--- src/rtl/alarm_controller.sv ---
// alarm_controller: alarm-time registers, 1 Hz timebase, tone divider and the
// ring/snooze/timeout state machine driving the buzzer of the 24-h BCD clock.
// Optional build macro ALARM_HOURLY_CHIME_EN adds a one-second tone at the top
// of every hour while the alarm is armed and idle.
module alarm_controller #(
  parameter int CLK_HZ         = 50_000_000,
  parameter int TONE_HZ        = 2000,
  parameter int SNOOZE_S       = 300,
  parameter int RING_TIMEOUT_S = 60
) (
  input  logic       MAX10_CLK1_50,
  input  logic       RESET_N,
  input  logic [3:0] HOUR_TEN,
  input  logic [3:0] HOUR_ONE,
  input  logic [3:0] MIN_TEN,
  input  logic [3:0] MIN_ONE,
  input  logic [3:0] SEC_TEN,
  input  logic [3:0] SEC_ONE,
  input  logic [7:0] SET_IN,
  input  logic       LOAD_HOUR,
  input  logic       LOAD_MIN,
  input  logic       ALARM_EN,
  input  logic       SNOOZE,
  input  logic       STOP,
  output logic [7:0] A_HOUR,
  output logic [7:0] A_MIN,
  output logic       BUZZER,
  output logic       RINGING,
  output logic       SNOOZING
);

  localparam int SEC_W    = (CLK_HZ > 1) ? $clog2(CLK_HZ) : 1;
  localparam int TONE_DIV = (CLK_HZ / (2 * TONE_HZ) > 0) ? CLK_HZ / (2 * TONE_HZ) : 1;
  localparam int TONE_W   = (TONE_DIV > 1) ? $clog2(TONE_DIV) : 1;
  localparam int RING_W   = (RING_TIMEOUT_S > 1) ? $clog2(RING_TIMEOUT_S) : 1;
  localparam int SNZ_W    = (SNOOZE_S > 1) ? $clog2(SNOOZE_S) : 1;

  localparam logic [SEC_W-1:0]  SEC_LAST  = SEC_W'(CLK_HZ - 1);
  localparam logic [SEC_W-1:0]  SEC_HALF  = SEC_W'(CLK_HZ / 2);
  localparam logic [TONE_W-1:0] TONE_LAST = TONE_W'(TONE_DIV - 1);
  localparam logic [RING_W-1:0] RING_LAST = RING_W'(RING_TIMEOUT_S - 1);
  localparam logic [SNZ_W-1:0]  SNZ_LAST  = SNZ_W'(SNOOZE_S - 1);

  typedef enum logic [1:0] {
    ST_IDLE   = 2'd0,
    ST_RING   = 2'd1,
    ST_SNOOZE = 2'd2
  } state_t;

  // Hour value is a legal 24-h BCD hour: 00..23.
  function automatic logic hour_ok(input logic [7:0] v);
    return (v[7:4] <= 4'd9) && (v[3:0] <= 4'd9) && (v <= 8'h23);
  endfunction

  // Minute value is a legal BCD minute: 00..59.
  function automatic logic min_ok(input logic [7:0] v);
    return (v[7:4] <= 4'd5) && (v[3:0] <= 4'd9);
  endfunction

  logic [7:0]        a_hour_q, a_hour_d;
  logic [7:0]        a_min_q, a_min_d;
  logic [SEC_W-1:0]  sec_cnt_q, sec_cnt_d;
  logic [TONE_W-1:0] tone_cnt_q, tone_cnt_d;
  logic              tone_q, tone_d;
  state_t            state_q, state_d;
  logic [RING_W-1:0] ring_s_q, ring_s_d;
  logic [SNZ_W-1:0]  snz_s_q, snz_s_d;
  logic              fired_q, fired_d;
  logic              ringing_q, ringing_d;
  logic              snoozing_q, snoozing_d;

  logic tick;
  logic half;
  logic hm_eq;
  logic sec_zero;
  logic match;
  logic trigger;
  logic ring_buzz;

  assign tick      = (sec_cnt_q == SEC_LAST);
  assign half      = (sec_cnt_q < SEC_HALF);
  assign hm_eq     = ({HOUR_TEN, HOUR_ONE, MIN_TEN, MIN_ONE} == {a_hour_q, a_min_q});
  assign sec_zero  = (SEC_TEN == 4'd0) && (SEC_ONE == 4'd0);
  assign match     = ALARM_EN && hm_eq && sec_zero;
  // Only the first matching cycle of the alarm minute may start a ring.
  assign trigger   = match && !fired_q;
  assign ring_buzz = (state_q == ST_RING) && tone_q && half;

  // Alarm-time registers: accept only legal BCD values, otherwise hold.
  always_comb begin
    a_hour_d = a_hour_q;
    a_min_d  = a_min_q;
    if (LOAD_HOUR && hour_ok(SET_IN)) a_hour_d = SET_IN;
    if (LOAD_MIN && min_ok(SET_IN))   a_min_d  = SET_IN;
  end

  // Free-running one-second counter and tone square-wave divider.
  always_comb begin
    sec_cnt_d  = tick ? '0 : sec_cnt_q + SEC_W'(1);
    tone_cnt_d = tone_cnt_q + TONE_W'(1);
    tone_d     = tone_q;
    if (tone_cnt_q == TONE_LAST) begin
      tone_cnt_d = '0;
      tone_d     = !tone_q;
    end
  end

  // Fired flag: set on a match, released once the time leaves the alarm minute.
  always_comb begin
    fired_d = fired_q;
    if (!hm_eq)     fired_d = 1'b0;
    else if (match) fired_d = 1'b1;
  end

  // Ring/snooze/timeout state machine; disarming overrides every state.
  always_comb begin
    state_d  = state_q;
    ring_s_d = ring_s_q;
    snz_s_d  = snz_s_q;
    if (!ALARM_EN) begin
      state_d  = ST_IDLE;
      ring_s_d = '0;
      snz_s_d  = '0;
    end else begin
      case (state_q)
        ST_IDLE: begin
          if (trigger) begin
            state_d  = ST_RING;
            ring_s_d = '0;
          end
        end
        ST_RING: begin
          if (STOP) begin
            state_d = ST_IDLE;
          end else if (SNOOZE) begin
            state_d = ST_SNOOZE;
            snz_s_d = '0;
          end else if (tick) begin
            if (ring_s_q == RING_LAST) state_d = ST_IDLE;
            else                       ring_s_d = ring_s_q + RING_W'(1);
          end
        end
        ST_SNOOZE: begin
          if (STOP) begin
            state_d = ST_IDLE;
          end else if (tick) begin
            if (snz_s_q == SNZ_LAST) begin
              state_d  = ST_RING;
              ring_s_d = '0;
            end else begin
              snz_s_d = snz_s_q + SNZ_W'(1);
            end
          end
        end
        default: state_d = ST_IDLE;
      endcase
    end
  end

  // Status outputs are registered decodes of the next state.
  always_comb begin
    ringing_d  = (state_d == ST_RING);
    snoozing_d = (state_d == ST_SNOOZE);
  end

  // State, timebase and alarm registers with synchronous active-low reset.
  always_ff @(posedge MAX10_CLK1_50) begin
    if (!RESET_N) begin
      a_hour_q   <= 8'h06;
      a_min_q    <= 8'h30;
      sec_cnt_q  <= '0;
      tone_cnt_q <= '0;
      tone_q     <= 1'b0;
      state_q    <= ST_IDLE;
      ring_s_q   <= '0;
      snz_s_q    <= '0;
      fired_q    <= 1'b0;
      ringing_q  <= 1'b0;
      snoozing_q <= 1'b0;
    end else begin
      a_hour_q   <= a_hour_d;
      a_min_q    <= a_min_d;
      sec_cnt_q  <= sec_cnt_d;
      tone_cnt_q <= tone_cnt_d;
      tone_q     <= tone_d;
      state_q    <= state_d;
      ring_s_q   <= ring_s_d;
      snz_s_q    <= snz_s_d;
      fired_q    <= fired_d;
      ringing_q  <= ringing_d;
      snoozing_q <= snoozing_d;
    end
  end

`ifdef ALARM_HOURLY_CHIME_EN
  logic             chime_act_q, chime_act_d;
  logic             chime_done_q, chime_done_d;
  logic [SEC_W-1:0] chime_cnt_q, chime_cnt_d;
  logic             top_of_hour;

  assign top_of_hour = (MIN_TEN == 4'd0) && (MIN_ONE == 4'd0) && sec_zero;

  // Hourly chime: one tick period of plain tone, cancelled by any ring activity.
  always_comb begin
    chime_act_d  = chime_act_q;
    chime_cnt_d  = chime_cnt_q;
    chime_done_d = chime_done_q;
    if (!top_of_hour) chime_done_d = 1'b0;
    if (chime_act_q) begin
      if (chime_cnt_q == SEC_LAST) begin
        chime_act_d = 1'b0;
        chime_cnt_d = '0;
      end else begin
        chime_cnt_d = chime_cnt_q + SEC_W'(1);
      end
    end
    if ((state_q == ST_IDLE) && ALARM_EN && top_of_hour && !chime_done_q) begin
      chime_done_d = 1'b1;
      if (!trigger) begin
        chime_act_d = 1'b1;
        chime_cnt_d = '0;
      end
    end
    if (!ALARM_EN || (state_d != ST_IDLE)) begin
      chime_act_d = 1'b0;
      chime_cnt_d = '0;
    end
  end

  // Chime registers with synchronous active-low reset.
  always_ff @(posedge MAX10_CLK1_50) begin
    if (!RESET_N) begin
      chime_act_q  <= 1'b0;
      chime_done_q <= 1'b0;
      chime_cnt_q  <= '0;
    end else begin
      chime_act_q  <= chime_act_d;
      chime_done_q <= chime_done_d;
      chime_cnt_q  <= chime_cnt_d;
    end
  end

  assign BUZZER = ring_buzz || (chime_act_q && tone_q && (state_q == ST_IDLE));
`else
  assign BUZZER = ring_buzz;
`endif

  assign A_HOUR   = a_hour_q;
  assign A_MIN    = a_min_q;
  assign RINGING  = ringing_q;
  assign SNOOZING = snoozing_q;

endmodule
--- config.mk ---
export PLATFORM = sky130hd
export DESIGN_NAME = alarm_controller
export DESIGN_NICKNAME = d
export VERILOG_FILES = /design/src/rtl/alarm_controller.sv
export SDC_FILE = /design/constraint.sdc
export NUM_CORES = 1
export LEC_CHECK = 0
export ABC_AREA = 1
export CELL_PAD_IN_SITES_DETAIL_PLACEMENT = 2
export CELL_PAD_IN_SITES_GLOBAL_PLACEMENT = 2
export CORE_MARGIN = 2
export CORE_UTILIZATION = 27
export CTS_CLUSTER_SIZE = 20
export DETAILED_ROUTE_END_ITERATION = 10
export HOLD_SLACK_MARGIN = 0.02
export PLACE_DENSITY = 0.77
export SLEW_MARGIN = 20
export SYNTH_ARGS = -nofsm -noshare
export SYNTH_HDL_FRONTEND = slang
export SYNTH_SLANG_ARGS = --single-unit
--- constraint.sdc ---
create_clock -name MAX10_CLK1_50 -period 3.5 [get_ports MAX10_CLK1_50]
set_input_delay 0.7 -clock MAX10_CLK1_50 [delete_from_list [all_inputs] [get_ports MAX10_CLK1_50]]
set_output_delay 0.7 -clock MAX10_CLK1_50 [all_outputs]
set_load 0.1 [all_outputs]
==> flow_metrics.tcl <==
set metrics [dict create \
    numPortBuffers 57 \
    die_width_um 128 \
    synth-seq-area-share 0.369 \
    grt_pass1_vias 4555 \
    worst_pin_slew_ps 1030 \
    p_int_mw 1.48 \
    layout_min_cycle_time_ps 2620 \
    rsz0062_at_grt "no" \
    numClockSinks 77 \
    p_per_area_nw_per_um2 379 \
    viasPerCell 4.75 \
    hpwl_mm 9.80 \
    overflow 0 \
    status "complete, no violations" \
    drv_slew 0 \
    grt_start_max_net_pins 18 \
    path_depth 8 \
    fin_cells 862 \
    cp_data_arrival_time_ps 1920 \
    place_congestion 0.755 \
    syn_nets 650 \
    end_kind "output port" \
    setup_viol 0 \
    ys_ff_latch 77 \
    syn_avg_cell_area_sq_um 6.88 \
    critPathMaxFanout 4 \
    p_sw_frac 0.255 \
    syn_inst 607 \
    maxSlewHeadroom 0.311 \
    fmax_mhz 381 \
    clk_path_buf_depth 2 \
    drive_above_1_share 0.0935 \
    synthTopCellsByArea "dfxtp_1 37%, nand2_1 12%, inv_1 8.5%" \
    cts.repair.resized 0 \
    critical_path_required_ps 2800 \
    globalRouteTotalUtil 0.163 \
    synth_top_cell_area_share 0.369 \
    first_iter_violations 126 \
    fin_nets 712 \
    wirelength_mm 12.5 \
    synth-edff-count 0 \
    crit_end "BUZZER" \
    power.leakage_nw 2.10 \
    p_seq_frac 0.455 \
    core_sq_um 15100 \
    synthArstFlopShare 0 \
    synth-main-ff-cell "dfxtp_1" \
    regToRegEndpoint "sec_cnt_q[16]$_SDFF_PP0_" \
    synth_area_sq_um 4180 \
    path_cells "inv_1 -> nand2_1 -> nor3_1 -> nand2_1 -> nand2_1 -> nand3_1 -> a41oi_1 -> buf_4" \
    drc 0 \
    crit_slowest_cell "buf_4" \
    maxCapViolations 0 \
    io_pins 58 \
    first_pass_iters 4 \
    p_clk_frac 0.451 \
    critPathBufInv 2 \
    cp_top_family "simple AND/OR/NAND/NOR gates" \
    timing.rr.start "sec_cnt_q[0]$_SDFF_PP0_" \
    cts_inserted_buffers 9 \
    start_kind "flip-flop" \
    dp.cells 846 \
    clkLatencyLatePin_ps 350 \
    syn_to_final_growth_pct 25.2 \
    die_h_um 128 \
    p_switching_uw 506 \
    r2r_setup_slack_ps 1380 \
    antenna_left 0 \
    comb_power_share 0.095 \
    antenna_found_initial 0 \
    cts_setup_buffers 0 \
    setup_tns_ps 0 \
    cts_htree_levels 3 \
    ir_drop_uv 229 \
    start_util 0.276 \
    num_rows 45 \
    min_path_type "reg -> reg" \
    worstRegToRegCells 10 \
    yosysWarnings 0 \
    crit_type "reg -> out" \
    critPathMaxStageDelay_ps 340 \
    total_power_mw 1.98 \
    crit_top_cell "nand2_1" \
    post-synth-top-count-cell "nand2_1" \
    cts-hold-fix-buffers 0 \
    hold_viol 0 \
    via_count 4091 \
    tritoncts "built" \
    fin_util 0.345 \
    grt_pass1_wl_mm 21.6 \
    yosysUniqueCellTypes 42 \
    synthTopCellsByCount "134 x nand2_1, 95 x inv_1, 87 x nor2_1" \
    skew_ps 9.56 \
    clk_pin_slew_ps 70 \
    clockRootBuffer "clkbuf_16" \
    n_antenna_cell 0 \
    startpoint "sec_cnt_q[10]$_SDFF_PP0_" \
    avgRoutedWirePerCell_um 14.5 \
    yosys.area.top_type "dfxtp_1" \
    die_area_sq_um 16500 \
    finalCritPeriodShare 0.749 \
]
## sequential cells by signal, indices dropped and copies added, names as in the netlist, 2 cells and up
register,flops
A_MIN,8
state_q,2
tone_cnt_q,14
A_HOUR,8
snz_s_q,9
ring_s_q,6
sec_cnt_q,26
## cell usage in the layout, fill, tap and decap left out, types with 3 or more instances in the layout
master and instances:
ha_1 4, nor2_2 6, nor3_1 17, nand3_1 33
o21a_1 5, o21ai_0 15, clkdlybuf4s50_1 54, nand2_2 7
nor2_4 5, a21oi_1 35, nor3b_2 4, nand2_1 134
nor3_2 4, xor2_1 13, clkinv_2 3, buf_4 5
inv_1 95, clkbuf_16 9, nand3_2 4, xnor2_1 6
nand4_1 13, nor2_1 87, o21ai_1 5, dfxtp_1 77
nor3b_1 6
## power by group through the flow
stage                     registers (mW)  logic, mW  clock network [mW]
after floorplan                    0.966     0.0588                   0
after global placement             0.920      0.183                   0
after detailed placement           0.921      0.190                   0
after CTS                          0.902      0.192               0.925
after global routing               0.903      0.206               0.967
final                              0.902      0.188               0.893
## how the worst min path moves through the flow
stage,from,to,slack [ps],cells after the start
2_1_floorplan,sec_cnt_q[0]$_SDFF_PP0_,sec_cnt_q[0]$_SDFF_PP0_,430,1
3_3_place_gp,sec_cnt_q[0]$_SDFF_PP0_,sec_cnt_q[0]$_SDFF_PP0_,440,1
3_5_place_dp,tone_cnt_q[0]$_SDFF_PP0_,tone_cnt_q[0]$_SDFF_PP0_,460,1
4_1_cts,tone_cnt_q[0]$_SDFF_PP0_,tone_cnt_q[0]$_SDFF_PP0_,470,1
5_1_grt,A_HOUR[7]$_SDFFE_PN0P_,A_HOUR[7]$_SDFFE_PN0P_,510,2
6_report,tone_cnt_q[0]$_SDFF_PP0_,tone_cnt_q[0]$_SDFF_PP0_,470,1
## cell families after synthesis
group                      Yosys count  share of synthesized area
adders and majority gates            4                     0.0120
buffers and inverters              105                     0.0968
AOI/OAI and AO/OA                   70                     0.0959
xor gates and xnor gates            19                     0.0398
and+or+nand+nor                    332                      0.386
DFF                                 77                      0.369
## worst register-to-register path: cells and delay by family, from the launching register on
kind            cells  cell delay (ps)
compound gates      2              200
fa+ha+maj           1              250
buf+inv             2              400
flops               1              380
simple gates        5              800
## metal layers
| metal | up-vias | GRT usage | wire [um] |
|---|---|---|---|
| met2 | 50 | 0.302 | 6460 |
| li1 | 2045 | - | - |
| met3 | 12 | 0.0308 | 401 |
| met4 | 0 | 0.0621 | 208 |
| met1 | 1984 | 0.186 | 5410 |
| met5 | - | 0 | 0 |
## final cells by class
class,instances,area (sq um)
clock buffers,12,256
multi-input cells,425,2230
clock inverters,4,22.5
well taps,188,235
inverters,97,364
repair buffers,59,578
fillers,1785,9920
flip-flops and latches,77,1540
## metrics by stage
stage,cell area (sq um),setup slack [ps],hold slack [ps]
finish,5230,878,469
global route,5230,722,509
CTS,5230,834,472
detailed placement,4950,564,457
global placement,4950,663,443
floorplan,4180,429,429
(Power assumes the default switching activity.)
